**config.mk**
```make
export PLATFORM = sky130hd
export DESIGN_NAME = seg7_scan_ctrl
export DESIGN_NICKNAME = d
export VERILOG_FILES = /design/src/rtl/seg7_scan_ctrl.sv
export SDC_FILE = /design/constraint.sdc
export NUM_CORES = 1
export LEC_CHECK = 0
export CORE_ASPECT_RATIO = 1.5
export CORE_MARGIN = 5
export CORE_UTILIZATION = 60
export CTS_BUF_LIST = sky130_fd_sc_hd__clkbuf_16
export CTS_CLUSTER_SIZE = 24
export DETAILED_ROUTE_END_ITERATION = 8
export GPL_ROUTABILITY_DRIVEN = 0
export PLACE_DENSITY_LB_ADDON = 0.12
export REMOVE_ABC_BUFFERS = 1
export SYNTH_ARGS = -nofsm -noshare
export SYNTH_HDL_FRONTEND = slang
export SYNTH_SLANG_ARGS = --single-unit
```
**constraint.sdc**
```tcl
create_clock -name clk -period 3 [get_ports clk]
set_input_delay 0.75 -clock clk [delete_from_list [all_inputs] [get_ports clk]]
set_output_delay 0.75 -clock clk [all_outputs]
set_load 0.05 [all_outputs]
```
**src/rtl/seg7_scan_ctrl.sv**
```systemverilog
// seg7_scan_ctrl: time-multiplexed scan controller for a common-anode
// 7-segment display. One shared seg7 decoder serves N_DIGITS digits; each
// digit slot opens with BLANK_CYC dark cycles (anti-ghosting) and is then lit
// for the rest of SCAN_DIV cycles. Digits are snapshotted once per frame.
//
// Ports:
//   clk         system clock
//   rst_n       synchronous reset, active-low
//   en          1 = scan, 0 = display dark
//   din         BCD digits, digit i = din[4i+3:4i]; 4'hF = blank code
//   dp_in       decimal point request per digit, 1 = lit
//   blank_mask  1 = digit forced dark (live)
//   blink_mask  1 = digit dark during blink off-phase (live)
//   an          anode enables, active-low
//   seg         segments {a,b,c,d,e,f,g}, active-low
//   dp          decimal point, active-low
//   frame_tick  1-cycle pulse when a frame starts (digit 0 slot, snapshot taken)

// seg7: BCD to active-low {a,b,c,d,e,f,g}; codes A..F render "0".
module seg7 (
  input  logic [3:0] i_bcd,
  output logic [6:0] o_seg
);
  always_comb begin
    case (i_bcd)
      4'd1:    o_seg = 7'b100_1111;
      4'd2:    o_seg = 7'b001_0010;
      4'd3:    o_seg = 7'b000_0110;
      4'd4:    o_seg = 7'b100_1100;
      4'd5:    o_seg = 7'b010_0100;
      4'd6:    o_seg = 7'b010_0000;
      4'd7:    o_seg = 7'b000_1111;
      4'd8:    o_seg = 7'b000_0000;
      4'd9:    o_seg = 7'b000_0100;
      default: o_seg = 7'b000_0001;
    endcase
  end
endmodule

module seg7_scan_ctrl #(
  parameter int N_DIGITS  = 4,
  parameter int SCAN_DIV  = 100000,
  parameter int BLANK_CYC = 1000,
  parameter int BLINK_DIV = 50000000
) (
  input  logic                  clk,
  input  logic                  rst_n,
  input  logic                  en,
  input  logic [4*N_DIGITS-1:0] din,
  input  logic [N_DIGITS-1:0]   dp_in,
  input  logic [N_DIGITS-1:0]   blank_mask,
  input  logic [N_DIGITS-1:0]   blink_mask,
  output logic [N_DIGITS-1:0]   an,
  output logic [6:0]            seg,
  output logic                  dp,
  output logic                  frame_tick
);

  localparam int SW = (SCAN_DIV  > 1) ? $clog2(SCAN_DIV)  : 1;
  localparam int IW = (N_DIGITS  > 1) ? $clog2(N_DIGITS)  : 1;
  localparam int BW = (BLINK_DIV > 1) ? $clog2(BLINK_DIV) : 1;

  localparam logic [SW-1:0] SLOT_LAST  = SW'(SCAN_DIV - 1);
  localparam logic [SW-1:0] BLANK_LAST = SW'(BLANK_CYC - 1);
  localparam logic [IW-1:0] IDX_LAST   = IW'(N_DIGITS - 1);
  localparam logic [BW-1:0] BLINK_LAST = BW'(BLINK_DIV - 1);

  typedef enum logic [1:0] {S_IDLE, S_BLANK, S_DRIVE} state_t;

  state_t                r_state, w_state_nx;
  logic [SW-1:0]         r_slot, w_slot_nx;
  logic [IW-1:0]         r_idx, w_idx_nx;
  logic                  w_snap_ld, w_tick_nx;
  logic [4*N_DIGITS-1:0] r_snap;
  logic [N_DIGITS-1:0]   r_snap_dp;
  logic [BW-1:0]         r_blink;
  logic                  r_blink_on;
  logic [3:0]            w_digit;
  logic [6:0]            w_seg;
  logic                  w_dark;
  logic [N_DIGITS-1:0]   w_an_nx;
  logic [6:0]            w_seg_nx;
  logic                  w_dp_nx;

  assign w_digit = r_snap[{r_idx, 2'b00} +: 4];

  seg7 u_seg7 (
    .i_bcd (w_digit),
    .o_seg (w_seg)
  );

  // Next-state, slot/digit counters and snapshot/tick strobes.
  always_comb begin
    w_state_nx = r_state;
    w_slot_nx  = r_slot;
    w_idx_nx   = r_idx;
    w_snap_ld  = 1'b0;
    w_tick_nx  = 1'b0;
    if (!en) begin
      w_state_nx = S_IDLE;
      w_slot_nx  = '0;
      w_idx_nx   = '0;
    end else begin
      case (r_state)
        S_IDLE: begin
          w_state_nx = S_BLANK;
          w_slot_nx  = '0;
          w_idx_nx   = '0;
          w_snap_ld  = 1'b1;
          w_tick_nx  = 1'b1;
        end
        S_BLANK: begin
          w_slot_nx = r_slot + 1'b1;
          if (r_slot == BLANK_LAST) w_state_nx = S_DRIVE;
        end
        S_DRIVE: begin
          if (r_slot == SLOT_LAST) begin
            w_slot_nx  = '0;
            w_state_nx = S_BLANK;
            if (r_idx == IDX_LAST) begin
              w_idx_nx  = '0;
              w_snap_ld = 1'b1;
              w_tick_nx = 1'b1;
            end else begin
              w_idx_nx = r_idx + 1'b1;
            end
          end else begin
            w_slot_nx = r_slot + 1'b1;
          end
        end
        default: w_state_nx = S_IDLE;
      endcase
    end
  end

  // Output selection from the current state; registered below so pins lag
  // the selecting state by one cycle. en=0 darkens on the very next edge.
  always_comb begin
    w_dark   = blank_mask[r_idx] || (w_digit == 4'hF) ||
               (blink_mask[r_idx] && !r_blink_on);
    w_an_nx  = '1;
    w_seg_nx = '1;
    w_dp_nx  = 1'b1;
    if (en && (r_state == S_DRIVE) && !w_dark) begin
      w_an_nx[r_idx] = 1'b0;
      w_seg_nx       = w_seg;
      w_dp_nx        = ~r_snap_dp[r_idx];
    end
  end

  always_ff @(posedge clk) begin
    if (!rst_n) begin
      r_state <= S_IDLE;
      r_slot  <= '0;
      r_idx   <= '0;
    end else begin
      r_state <= w_state_nx;
      r_slot  <= w_slot_nx;
      r_idx   <= w_idx_nx;
    end
  end

  always_ff @(posedge clk) begin
    if (!rst_n) begin
      r_snap    <= '0;
      r_snap_dp <= '0;
    end else if (w_snap_ld) begin
      r_snap    <= din;
      r_snap_dp <= dp_in;
    end
  end

  // Blink phase only advances while actively scanning.
  always_ff @(posedge clk) begin
    if (!rst_n || !en || (r_state == S_IDLE)) begin
      r_blink    <= '0;
      r_blink_on <= 1'b1;
    end else if (r_blink == BLINK_LAST) begin
      r_blink    <= '0;
      r_blink_on <= ~r_blink_on;
    end else begin
      r_blink <= r_blink + 1'b1;
    end
  end

  always_ff @(posedge clk) begin
    if (!rst_n) begin
      an         <= '1;
      seg        <= '1;
      dp         <= 1'b1;
      frame_tick <= 1'b0;
    end else begin
      an         <= w_an_nx;
      seg        <= w_seg_nx;
      dp         <= w_dp_nx;
      frame_tick <= w_tick_nx;
    end
  end

endmodule

```
==> out/metrics.cfg, run 1 <==
[outcome]
status=completed

[place]
port_buffers=43
dpl.hpwl_um=5890

[power_and_ir_drop]
p_sw_mw=0.503
irDropWorstVdd_mv=0.355
p_sw_share_pct=20.9
pwr-share-clk_pct=48.1
power_mw=2.41
internal_power_mw=1.91
p_per_area_nw_per_um2=507
combPwrFrac_pct=5.9
power_leakage_nw=1.68
seqPwrFrac_pct=45.9

[global_routing]
overflow=0
grt_max_degree=27
antenna_found_initial=0
grt_pass1_vias=3139
grt_pass1_wl_um=14300
grt-busiest-layer=met2
use_met2_pct=38.2
met1_usage_pct=26.4
met3_usage_pct=3.97
grt_usage_pct=22.3

[clock_tree]
post_cts_resized=0
root_buffer=clkbuf_16
postCtsSetupRepairBufs=0
cts-hold-fix-buffers=0
cts_num_sinks=81
tritoncts=done
clkTransAtPathRegs_ns=0.06
h-tree-depth=3
clock_path_buffers=2
numCtsBuffers=9
worstSkewPairLatency_ns=0.33

[worst_setup_path]
critical_path_class=input port to register
path_cells=clkdlybuf4s50_1 > mux4_2 > nor2b_1 > nor3_1 > and2_1 > o221ai_1
critPathTopFamily=simple AND/OR/NAND/NOR gates
slowest_stage=mux4_2
max_stage_delay_ns=0.46
worstSetupStartpointType=input port
worstPathMaxFanout=10
arrival_ns=2.64
path_buf_inv=1
cp-end-kind=register
cp.required_ns=3.20

[detailed_routing]
drt_iter0_markers=168
routedWlPerCell_um=15.2
first_pass_iters=4
antenna_left=0
via_per_inst=5.73
vias=3167
wl_um=8380
drc=0

[timing]
worst_hold_slack_ns=0.499
hold_viol_final=0
max_freq_mhz=409
setup_viol=0
fin_crit_ns=2.45
rsz0062_at_grt=no
timing.setup.tns_ns=0
worstMarginPinSlew_ns=0.841
slew_violations=0
fin_crit_sh_pct=81.6
maxSlewHeadroom_pct=43.9
clock_skew_ns=0.00615

[logic_synthesis]
yosysWarnings=0
synth_area_leaders=dfxtp_1 42%, mux2i_1 5.4%, xor2_1 4.7%
synth_edf_count=0
synth_top_area_share_pct=41.5
syn_area_per_cell_um2=9.13
synth-main-ff-cell=dfxtp_1
synthCells=428
synthArstFlopShare_pct=0
syn_area_um2=3910
ys_types=51
synth_largest_area_cell=dfxtp_1
ys_seq_area_share_pct=41.5
ys_seq_elements=81

[floorplan]
initial_core_util_pct=60.6
die_area_um2=8260
core.rowCount=36
die_w_um=75.9
ios=44
core_um2=6440
dieHeight_um=109

[finish]
n_antenna_cell=0
final_nets=518
regArea_um2=1620
multi_input_area_um2=2160
final_layout_size_suffix_gt1_share_pct=8.81
syn_to_final_growth_pct=21.6
fillerInstances=502

[run]
max-cap-violations=0

[hold_path]
worstHoldPathType=register to register

[synth_stat cells (3+ instances only)]
cell type / number
xnor2_1: 6
nor4_1: 6
a21oi_1: 6
ha_1: 14
xor2_1: 21
o211ai_1: 12
o22ai_1: 3
mux4_2: 7
nand4_1: 12
nor3b_1: 4
and4_1: 3
nand3_1: 21
clkbuf_1: 10
nor3_1: 8
nand2_1: 46
and3_1: 6
nor2b_1: 24
nand2b_1: 3
dfxtp_1: 81
o21ai_0: 15
nor2_1: 38
inv_1: 12
o2111ai_1: 3
buf_2: 8
mux2i_1: 21
or3_1: 6
or4_1: 3
[sequential cells by signal (all words and copies together) (netlist names)]
name        flops
r_slot         17
r_idx           2
frame_tick      1
an              4
seg             7
r_blink        26
r_blink_on      1
dp              1
r_snap_dp       4
r_state         2
r_snap         16
[routing by layer]
layer	share of wire [%]	wire length, um	vias up
li1	-	-	1605
met1	43	3580	1498
met2	52	4370	50
met3	3.3	277	14
met4	1.7	144	0
met5	0	0	-
[worst paths after layout]
check	start	to	slack (ns)	cells past startpoint
worst max-delay path	blink_mask[3]	seg[2]	0.55	6
worst min-delay path	r_blink[0]	r_blink[0]	0.50	1
worst max register to register	r_blink[7]	r_blink[10]	0.57	4
worst min register to register	r_blink[0]	r_blink[0]	0.50	1
[power groups by stage]
stage	Sequential, mW	Combinational (mW)	Clock, mW
floorplan	1.13	0.0795	0
global placement	1.13	0.139	0
detailed placement	1.13	0.143	0
CTS	1.11	0.144	1.18
global route	1.11	0.157	1.23
finish	1.11	0.143	1.16
[final cells by class]
cell class	count	area share (%)
Clock buffer	9	4.74
Clock inverter	6	1.95
Inverter	13	1.03
Multi-Input combinational cell	315	45.5
Sequential cell	81	34.1
Tap cell	76	2.00
Timing Repair Buffer	53	10.6
[cell usage in the layout, fill, tap and decap left out, types with 8 or more instances in the layout]
master / count
nor2b_1: 24
buf_4: 10
clkbuf_16: 9
nor2_1: 38
nand4_1: 12
dfxtp_1: 81
o21ai_0: 15
inv_1: 12
xor2_1: 21
nor3_1: 8
ha_1: 14
nand2_1: 46
mux2i_1: 21
nand3_1: 21
clkdlybuf4s50_1: 43
o211ai_1: 12
[metrics by stage]
step | std cells | worst slack (ns) | utilization, % | instance area [um^2]
after floorplan | 409 | 0.107 | - | 3820
after global placement | 538 | 0.285 | 68.8 | 4430
after detailed placement | 538 | 0.236 | 68.8 | 4430
after CTS | 553 | 0.558 | 73.7 | 4750
after global routing | 553 | 0.401 | 73.7 | 4750
final | 553 | 0.553 | 73.7 | 4750
[cells by family after synthesis]
kind of cell | count (synthesis) | share of synthesized area, %
xor gates and xnor gates | 27 | 6.05
AOI/OAI and AO/OA | 55 | 9.64
and+or+nand+nor | 191 | 25.6
muxes | 28 | 9.42
adders and majority gates | 14 | 4.48
buffers and inverters | 32 | 3.33
DFF | 81 | 41.5
No activity file was read; power rests on OpenSTA's default activity.
==> run 2: changes to the inputs <==
- CORE_UTILIZATION: 60 -> 51
- clock period: 3 -> 2.2 ns (I/O delays scaled with it)
==> run 2 against run 1 <==
- critical endpoint is now an[0]
- setup slack worse by 0.41 ns
- clock-buffer cell count stayed put
- core utilization is 8.4 points lower
- sequential cell count stayed put
- design area is 4.0% higher
- combinational power is 47% higher
- clock power is 20% higher
- largest power group is now registers
- final cell count is 9.0% higher
- highest routed layer unchanged
- critical path depth is 2 higher
- global-route usage is 3.3 points lower
- sequential power is 36% higher
==> out/metrics.cfg, run 2 (same netlist as run 1, synthesis figures left out) <==
[timing]
fin_crit_sh_pct=93.5
layout_setup_ws_ns=0.143  ; -0.410 ns
maxSlewHeadroom_pct=66.3  ; +22 points
slew_violations=0  ; unchanged
hold_viol_final=0  ; unchanged
max_freq_mhz=486
rsz0062_at_grt=no
worstMarginPinSlew_ns=0.505  ; -0.336 ns
clock_skew_ns=0.00853  ; +0.00238 ns
setup_viol=0  ; unchanged
fin_crit_ns=2.06

[power_and_ir_drop]
p_sw_share_pct=20.5  ; -0.36 points
combPwrFrac_pct=6.7  ; +0.8 points
internal_power_mw=2.47  ; +30%
irDropWorstVdd_mv=0.389  ; +9.5%
p_per_area_nw_per_um2=630  ; +24%
p_sw_mw=0.639  ; +27%
pwr-share-clk_pct=44.8  ; -3.3 points
seqPwrFrac_pct=48.5  ; +2.6 points
power_leakage_nw=1.80  ; +7.3%

[detailed_routing]
drc=0  ; unchanged
wl_um=8360  ; -0.19%
vias=3270  ; +3.3%
first_pass_iters=4  ; unchanged
via_per_inst=5.42  ; -5.3%
routedWlPerCell_um=13.9  ; -8.5%
antenna_left=0  ; unchanged
drt_iter0_markers=106  ; -37%

[finish]
n_antenna_cell=0  ; unchanged
syn_to_final_growth_pct=26.5
final_cell_mix=81 x dfxtp_1, 46 x nand2_1, 43 x clkdlybuf4s50_1
final_layout_size_suffix_gt1_share_pct=12.2  ; +3.4 points
final_nets=541  ; +4.4%
stdcell_count=603  ; +9.0%
fillerInstances=658  ; +31%
largest_reg_flops=26  ; unchanged
top_register=r_blink
top_regs=r_blink x26, r_slot x17, r_snap x16
final_common_cell=dfxtp_1

[outcome]
status=completed

[worst_setup_path]
arrival_ns=2.28  ; -0.36 ns
critical_path_class=input port to register
cp.required_ns=2.42  ; -0.78 ns
r2r-end=r_slot[12]
reg2reg_from=r_slot[11]
rr_worst_depth=6  ; +2
worstSetupStartpointType=input port
worstPathMaxFanout=7  ; -3
cp-end-kind=register
rrSetupSlack_ns=0.16  ; -0.41 ns

[global_routing]
overflow=0  ; unchanged
grt_pass1_wl_um=14100  ; -1.0%
antenna_found_initial=0  ; unchanged
grt_pass1_vias=3238  ; +3.2%
grt_usage_pct=18.9  ; -3.3 points
grt_max_degree=27  ; unchanged

[hold_path]
hold_start=r_blink[0]
hold_path_end=r_blink[0]
worstHoldPathType=register to register
whs_path_depth=1  ; unchanged

[clock_tree]
worstSkewPairLatency_ns=0.33  ; about the same
post_cts_resized=0  ; unchanged
numCtsBuffers=9  ; unchanged
clock_path_buffers=2  ; unchanged
cts-hold-fix-buffers=0  ; unchanged
postCtsSetupRepairBufs=0  ; unchanged
clkTransAtPathRegs_ns=0.06  ; about the same
cts_num_sinks=81  ; unchanged
root_buffer=clkbuf_16
tritoncts=done
h-tree-depth=3  ; unchanged

[floorplan]
ios=44  ; unchanged
core.rowCount=39  ; +8.3%
die_area_um2=9550  ; +16%
initial_core_util_pct=51.6  ; -9.0 points
die_w_um=81.5  ; +7.3%
core_um2=7560  ; +17%
dieHeight_um=117  ; +7.7%

[place]
port_buffers=43  ; unchanged
dpl.hpwl_um=6150  ; +4.4%
place_ws_ns=-0.278  ; -0.514 ns
placed_cells=587  ; +9.1%

[run]
max-cap-violations=0  ; unchanged

-- run 2: changes by cell type in the layout (fill, tap and decap cells not counted), sizes merged --
cell	delta
buf	+23
bufinv	-1
clkinv	+4
clkinvlp	-2
-- run 2: final cells by class --
type                       instances  area (um^2)  area share [%]
inverter                          13         48.8           0.988
clock inverter                     7         52.6            1.06
tap                              102          128            2.58
multi-input combinational        315         2160            43.8
clock buffer                       9          225            4.56
timing repair buffer              76          703            14.2
sequential                        81         1620            32.8
-- run 2: metrics by stage --
| stage | util (%) | area (um^2) | hold slack (ns) | TNS (ns) | total power [mW] |
|---|---|---|---|---|---|
| floorplan | - | 3820 | 0.441 | -13.80 | 1.65 |
| global placement | 61.6 | 4660 | 0.463 | -2.32 | 1.75 |
| detailed placement | 61.6 | 4660 | 0.474 | -2.41 | 1.75 |
| CTS | 65.3 | 4940 | 0.487 | 0 | 3.14 |
| global route | 65.3 | 4940 | 0.503 | 0 | 3.24 |
| finish | 65.3 | 4940 | 0.481 | 0 | 3.11 |
-- run 2: power groups by stage --
stage	clock network (mW)	logic [mW]	registers, mW
2_1_floorplan	0	0.108	1.54
3_3_place_gp	0	0.206	1.54
3_5_place_dp	0	0.209	1.54
4_1_cts	1.42	0.212	1.51
5_1_grt	1.50	0.229	1.51
6_report	1.39	0.210	1.51
-- run 2: per-layer routing --
layer  global-route usage [%]  wire (um)  vias up
li1                         -          -     1647
met1                     21.1       3580     1557
met2                     34.1       4340       58
met3                     4.59        332        8
met4                     7.33        110        0
met5                        0          0        -
-- run 2: worst max path at each step --
| stage | startpoint | end | slack, ns | depth (start not counted) |
|---|---|---|---|---|
| 4_1_cts | blink_mask[2] | an[0] | 0.06 | 8 |
| 5_1_grt | blink_mask[2] | an[0] | 0.03 | 8 |
| 3_5_place_dp | blink_mask[2] | an[0] | -0.28 | 8 |
| 3_3_place_gp | blink_mask[3] | an[3] | -0.27 | 8 |
| 6_report | blink_mask[2] | an[0] | 0.14 | 8 |
| 2_1_floorplan | r_idx[0] | r_snap[0] | -0.69 | 5 |
-- run 2: worst max-delay path, cell delays in order --
cell and delay (ns):
clkdlybuf4s50_1 0.40, mux4_2 0.46, nor2b_1 0.14, nor3_1 0.20, buf_4 0.15, and2_2 0.19
buf_4 0.13, nand2_1 0.05
